## config.mk

```make
export PLATFORM = sky130hd
export DESIGN_NAME = jtag_seq
export DESIGN_NICKNAME = d
export VERILOG_FILES = /design/src/rtl/jtag_seq.sv
export SDC_FILE = /design/constraint.sdc
export NUM_CORES = 1
export LEC_CHECK = 0
export ABC_CLOCK_PERIOD_IN_PS = 8800
export CORE_MARGIN = 2
export CORE_UTILIZATION = 39
export DETAILED_ROUTE_END_ITERATION = 12
export DONT_BUFFER_PORTS = 1
export GPL_TIMING_DRIVEN = 0
export PLACE_DENSITY_LB_ADDON = 0.12
export SETUP_SLACK_MARGIN = 0.2
export SYNTH_ARGS = -nofsm -noshare
export SYNTH_HDL_FRONTEND = slang
export SYNTH_SLANG_ARGS = --single-unit
```

## constraint.sdc

```tcl
create_clock -name clk -period 8.8 [get_ports clk]
set_input_delay 0.44 -clock clk [delete_from_list [all_inputs] [get_ports clk]]
set_output_delay 0.44 -clock clk [all_outputs]
set_load 0.05 [all_outputs]
```

## src/rtl/jtag_seq.sv

```systemverilog
// rtl/jtag_seq.sv - command-driven JTAG TAP shift sequencer (optional TRST output under JTAG_SEQ_TRST_EN)
module jtag_seq #(
    parameter int DATA_W  = 32,
    parameter int CLK_DIV = 2
) (
    input  logic                       clk,
    input  logic                       rst,
    input  logic                       cmd_valid,
    output logic                       cmd_ready,
    input  logic [1:0]                 cmd_op,
    input  logic [$clog2(DATA_W)-1:0]  cmd_len,
    input  logic [DATA_W-1:0]          cmd_data,
    output logic                       rsp_valid,
    input  logic                       rsp_ready,
    output logic [DATA_W-1:0]          rsp_data,
    output logic                       tck,
    output logic                       tms,
    output logic                       tdi,
    input  logic                       tdo,
    output logic                       busy
`ifdef JTAG_SEQ_TRST_EN
    ,
    output logic                       trst_n
`endif
);

    localparam int LW = $clog2(DATA_W);
    // Bit index must also cover the 6-step reset walk, even for tiny DATA_W.
    localparam int IW = (LW > 3) ? LW : 3;
    localparam int DW = (CLK_DIV > 1) ? $clog2(CLK_DIV) : 1;

    localparam logic [1:0] OP_RESET = 2'd0;
    localparam logic [1:0] OP_IR    = 2'd1;
    localparam logic [1:0] OP_DR    = 2'd2;
    localparam logic [1:0] OP_IDLE  = 2'd3;

    // S_TRST only exists in builds with the TRST pin; it is one TCK period with tck held low.
    typedef enum logic [2:0] {
        S_IDLE,
        S_TRST,
        S_SYNC,
        S_PRE,
        S_SHIFT,
        S_POST,
        S_RESP
    } state_t;

    state_t             state;
    state_t             nxt_state;
    state_t             acc_state;
    logic [1:0]         op_r;
    logic [LW-1:0]      len_r;
    logic [DATA_W-1:0]  data_r;
    logic [IW-1:0]      idx;
    logic [IW-1:0]      nxt_idx;
    logic [IW-1:0]      phase_end;
    logic [DW-1:0]      div_cnt;
    logic               hi;
    logic               tap_sync;

    // TMS value for bit i of a given phase; the shift phase raises TMS on its last bit to leave Shift-xR.
    function automatic logic tms_at(state_t s, logic [IW-1:0] i, logic [1:0] op, logic [LW-1:0] len);
        logic t;
        case (s)
            S_TRST:  t = 1'b1;
            S_SYNC:  t = (i < IW'(5));
            S_PRE:   t = (op == OP_IR) ? (i < IW'(2)) : (i == '0);
            S_SHIFT: t = (op != OP_IDLE) && (i == IW'(len));
            S_POST:  t = (i == '0);
            default: t = 1'b0;
        endcase
        return t;
    endfunction

    // TDI carries payload only while shifting a real IR/DR; idle clocks and walks drive 0.
    function automatic logic tdi_at(state_t s, logic [IW-1:0] i, logic [1:0] op, logic [DATA_W-1:0] data);
        logic t;
        t = 1'b0;
        if (s == S_SHIFT && op != OP_IDLE) begin
            t = data[i[LW-1:0]];
        end
        return t;
    endfunction

    // First phase after accept: unsynchronised TAPs (and explicit resets) walk through Test-Logic-Reset first.
    always_comb begin
        acc_state = S_PRE;
        if (cmd_op == OP_RESET || !tap_sync) begin
`ifdef JTAG_SEQ_TRST_EN
            acc_state = S_TRST;
`else
            acc_state = S_SYNC;
`endif
        end else if (cmd_op == OP_IDLE) begin
            acc_state = S_SHIFT;
        end
    end

    // Next (phase, bit) once the current TCK period completes.
    always_comb begin
        phase_end = '0;
        nxt_state = state;
        nxt_idx   = idx + 1'b1;
        case (state)
            S_SYNC:  phase_end = IW'(5);
            S_PRE:   phase_end = (op_r == OP_IR) ? IW'(3) : IW'(2);
            S_SHIFT: phase_end = IW'(len_r);
            S_POST:  phase_end = IW'(1);
            default: phase_end = '0;
        endcase
        if (idx == phase_end) begin
            nxt_idx = '0;
            case (state)
                S_TRST:  nxt_state = S_SYNC;
                S_SYNC:  nxt_state = (op_r == OP_RESET) ? S_RESP :
                                     (op_r == OP_IDLE)  ? S_SHIFT : S_PRE;
                S_PRE:   nxt_state = S_SHIFT;
                S_SHIFT: nxt_state = (op_r == OP_IDLE) ? S_RESP : S_POST;
                default: nxt_state = S_RESP;
            endcase
        end
    end

    // Sequencer: command accept, TCK generation, TMS/TDI update on falling edges, TDO capture on rising edges, response.
    always_ff @(posedge clk or posedge rst) begin
        if (rst) begin
            state     <= S_IDLE;
            op_r      <= OP_RESET;
            len_r     <= '0;
            data_r    <= '0;
            idx       <= '0;
            div_cnt   <= '0;
            hi        <= 1'b0;
            tap_sync  <= 1'b0;
            tck       <= 1'b0;
            tms       <= 1'b1;
            tdi       <= 1'b0;
            cmd_ready <= 1'b1;
            rsp_valid <= 1'b0;
            rsp_data  <= '0;
            busy      <= 1'b0;
`ifdef JTAG_SEQ_TRST_EN
            trst_n    <= 1'b0;
`endif
        end else begin
            case (state)
                S_IDLE: begin
`ifdef JTAG_SEQ_TRST_EN
                    trst_n <= 1'b1;
`endif
                    if (cmd_valid && cmd_ready) begin
                        op_r      <= cmd_op;
                        len_r     <= cmd_len;
                        data_r    <= cmd_data;
                        cmd_ready <= 1'b0;
                        busy      <= 1'b1;
                        rsp_data  <= '0;
                        state     <= acc_state;
                        idx       <= '0;
                        div_cnt   <= '0;
                        hi        <= 1'b0;
                        tck       <= 1'b0;
                        tms       <= tms_at(acc_state, '0, cmd_op, cmd_len);
                        tdi       <= tdi_at(acc_state, '0, cmd_op, cmd_data);
`ifdef JTAG_SEQ_TRST_EN
                        trst_n    <= (acc_state != S_TRST);
`endif
                    end
                end
                S_RESP: begin
                    if (rsp_ready) begin
                        rsp_valid <= 1'b0;
                        busy      <= 1'b0;
                        cmd_ready <= 1'b1;
                        state     <= S_IDLE;
                    end
                end
                default: begin
                    if (div_cnt != DW'(CLK_DIV - 1)) begin
                        div_cnt <= div_cnt + 1'b1;
                    end else begin
                        div_cnt <= '0;
                        if (!hi) begin
                            hi  <= 1'b1;
                            tck <= (state != S_TRST);
                            if (state == S_SHIFT && op_r != OP_IDLE) begin
                                rsp_data[idx[LW-1:0]] <= tdo;
                            end
                        end else begin
                            hi    <= 1'b0;
                            tck   <= 1'b0;
                            state <= nxt_state;
                            idx   <= nxt_idx;
`ifdef JTAG_SEQ_TRST_EN
                            trst_n <= 1'b1;
`endif
                            if (state == S_SYNC && nxt_state != S_SYNC) begin
                                tap_sync <= 1'b1;
                            end
                            if (nxt_state == S_RESP) begin
                                // TMS keeps its final 0 so the TAP parks in Run-Test/Idle.
                                rsp_valid <= 1'b1;
                                tdi       <= 1'b0;
                            end else begin
                                tms <= tms_at(nxt_state, nxt_idx, op_r, len_r);
                                tdi <= tdi_at(nxt_state, nxt_idx, op_r, data_r);
                            end
                        end
                    end
                end
            endcase
        end
    end

endmodule

```

==> impl_metrics.toml <==
[yosys]
synth.avg_cell_area_um2 = 9.86
synth-adder-area-share_pct = 1.58
synthTopCellsByCount = "dfrtp_1 (86), o21ai_0 (76), a21oi_1 (40)"
synth_compound_gate_area_share_pct = 20.4
syn_nets = 533
ys_warn_count = 0
synth_area_leader_cell = "dfrtp_1"
yosysMostFrequentCell = "dfrtp_1"
yosysSeqAreaShare_pct = 46.3
syn-cell-area_um2 = 4760
muxShareOfSynthArea_pct = 12.9
synth_cells = 483
synth.area.top_cells = "dfrtp_1 (45%), mux2_2 (9.2%), o21ai_0 (8.0%)"
synth_top_area_share_pct = 45.2
synth_flop_cell = "dfrtp_1"
synthXorXnorAreaFrac_pct = 2.18
synthSimpleGateAreaFrac_pct = 12.3
ys_seq_elements = 88
synth_edf_count = 0
ys_types = 59
synthArstFlopShare_pct = 100
synth_top_family_by_area = "compound AO/OA/AOI/OAI gates"

[floorplan]
die-area_um2 = 13100
io_pins = 82
die_h_um = 114
core_area_um2 = 12000
initial_core_util_pct = 39.8
num_rows = 40
die_w_um = 114

[clocking]
htreeDepth = 3
root_buffer = "clkbuf_16"
cts_setup_buffers = 0
cts_hold_buf = 0
cts_buffers = 9
cts_tree = "yes"
cts_resized = 0
clock-sinks = 88
clk_latency_ns = 0.35
clk_path_buf_depth = 2
cts.clk_slew.worst_paths_ns = 0.06

[power_and_ir_drop]
peakVddDrop_mv = 0.113
leakagePower_nw = 2.34
design_power_total_w = 0.000801
powerDensity_nw_per_um2 = 152

[setup_path]
crit_required_ns = 9.04
crit_arrival_ns = 3.77
cp-end-kind = "flop"
worstPathMaxFanout = 10
cp_cell_sequence = "clkinv_1 > ha_1 > clkbuf_1 > buf_1 > mux4_2 > o21a_1 > nor3_1 > o32ai_1 > a32o_1"
cpLargestDelayFamily = "buffers and inverters"
path_buf_inv = 3
cpPeakStageDelay_ns = 0.60
cp-start-kind = "flop"
cp_slowest_cell = "mux4_2"
path_class = "flop to flop"

[cells_and_area]
drive_gt1_share_pct = 15.0
fin_nets = 545
fin_area_um2 = 5270
fin_util_pct = 44.1
antenna_cells = 0
syn_to_final_growth_pct = 10.7

[global_route]
grt_remaining_overflow = 0
grt_max_degree = 52
grt_pass1_vias = 3677
grt_antenna_before_repair = 0
grt_pass1_wl_mm = 20.2
grt_use_total_pct = 19.9

[place]
pre_cts_slack_ns = 5.21
dpl-instance-area_um2 = 4970
finalWeightedCongestion = 0.853
numPortBuffers = 0
dp_hpwl_mm = 8.96

[status]
status = "finished with violations"
failed_checks = "hold timing"

[sta]
tightest_slew_ns = 0.769
maxSlewViolCount = 0
finalHoldViolCount = 24
final-setup-viol-count = 0
tns_ns = 0
fmax_mhz = 283
fin_crit_sh_pct = 40.1
slew_headroom_pct = 48.3
clock_skew_ns = 0.00873
period_needed_ns = 3.53
whs_ns = -0.00704
setup_ws_ns = 5.27
rsz0062_at_grt = "no"

[routing]
drtIter0Drc = 237
wirelength_mm = 12.6
drc = 0
ant_nets = 0
drt-pass1-iter-count = 5
vias = 3799
vias_per_cell = 5.88
post_drt_wl_per_cell_um = 19.4

[min_path]
min_path_type = "input pin to async pin"

[run]
cap_violations = 0
## flip-flops by register name, indices dropped and copies added (netlist names), 2 cells and up
name      cells
idx           5
op_r          2
state         3
len_r         5
data_r       32
rsp_data     32
## placed cells by master, fill, tap and decap left out, types with 3 or more instances in the layout
cell type  Yosys  routed
xnor2_1        3       3
a21o_1         3       3
nor4_1         4       4
and3_1         4       4
nand3_1        6       6
and2_1         7       7
nand2_1       28      28
o31ai_1        7       7
or3_1          4       4
dfrtp_1       86      86
nor4b_1        3       3
xor2_1         7       7
nor2b_1        5       5
o31a_1         3       3
a21oi_1       40      40
o21ai_0       76      76
a31oi_1        7       7
mux2_2        39      39
o21a_1         4       4
nor3_1         8       8
nor2_1        23      23
inv_1         10       9
buf_1          3       3
clkbuf_16      0       9
o41ai_1        3       3
ha_1           6       6
o22ai_1        3       3
a211oi_1       4       4
nand2b_1       6       6
clkbuf_1      32      32
a211o_1        3       3
mux2i_1        6       6
mux4_2         5       5
## worst paths after layout
path	from	to	slack [ns]	depth (start not counted)
max	idx[0]	tdi	5.27	9
min reg2reg	data_r[28]	data_r[28]	0.50	1
min	rst	data_r[22]	-0.007	1
max in group asynchronous	rst	cmd_ready	8.13	2
min in group clk	cmd_op[1]	op_r[1]	0.22	2
max reg2reg	idx[0]	tdi	5.27	9
## stage by stage
step                      hold WS [ns]  cells
final                         -0.00704    646
after global routing            0.0303    646
after CTS                      0.00289    646
after detailed placement         0.376    631
after global placement           0.487    630
after floorplan                  0.452    483
## kinds of logic after synthesis
logic type,count (synthesis)
AO/OA/AOI/OAI,166
XOR/XNOR,11
adder cells (fa/ha/maj),6
buffers and inverters,50
flip-flops,88
multiplexers,50
AND/OR/NAND/NOR,112
## per-layer routing
| layer | wire length, um | up-vias | global-route usage (%) | part of all wire [%] |
|---|---|---|---|---|
| met5 | 0 | - | 0 | 0 |
| met4 | 202 | 0 | 7.40 | 1.6 |
| met3 | 909 | 18 | 5.77 | 7.2 |
| met2 | 5460 | 136 | 29.7 | 43 |
| met1 | 5980 | 1858 | 27.4 | 48 |
| li1 | - | 1787 | - | - |
## layout make-up
type | count | area, um^2
Inverter | 11 | 43.8
Timing Repair Buffer | 1 | 27.5
Multi-Input combinational cell | 345 | 2350
Fill cell | 1139 | 6690
Tap cell | 147 | 184
Clock buffer | 10 | 239
Clock inverter | 5 | 56.3
Sequential cell | 88 | 2200
Buffer | 39 | 164
## where the power goes
part	switching, W	internal, W	total [W]
Combinational	0.00000806	0.00000174	0.00000979
Sequential	0	0.000405	0.000405
Clock	0.000160	0.000226	0.000387
Total	0.000168	0.000632	0.000801
Power figures use the tool's default switching activity.
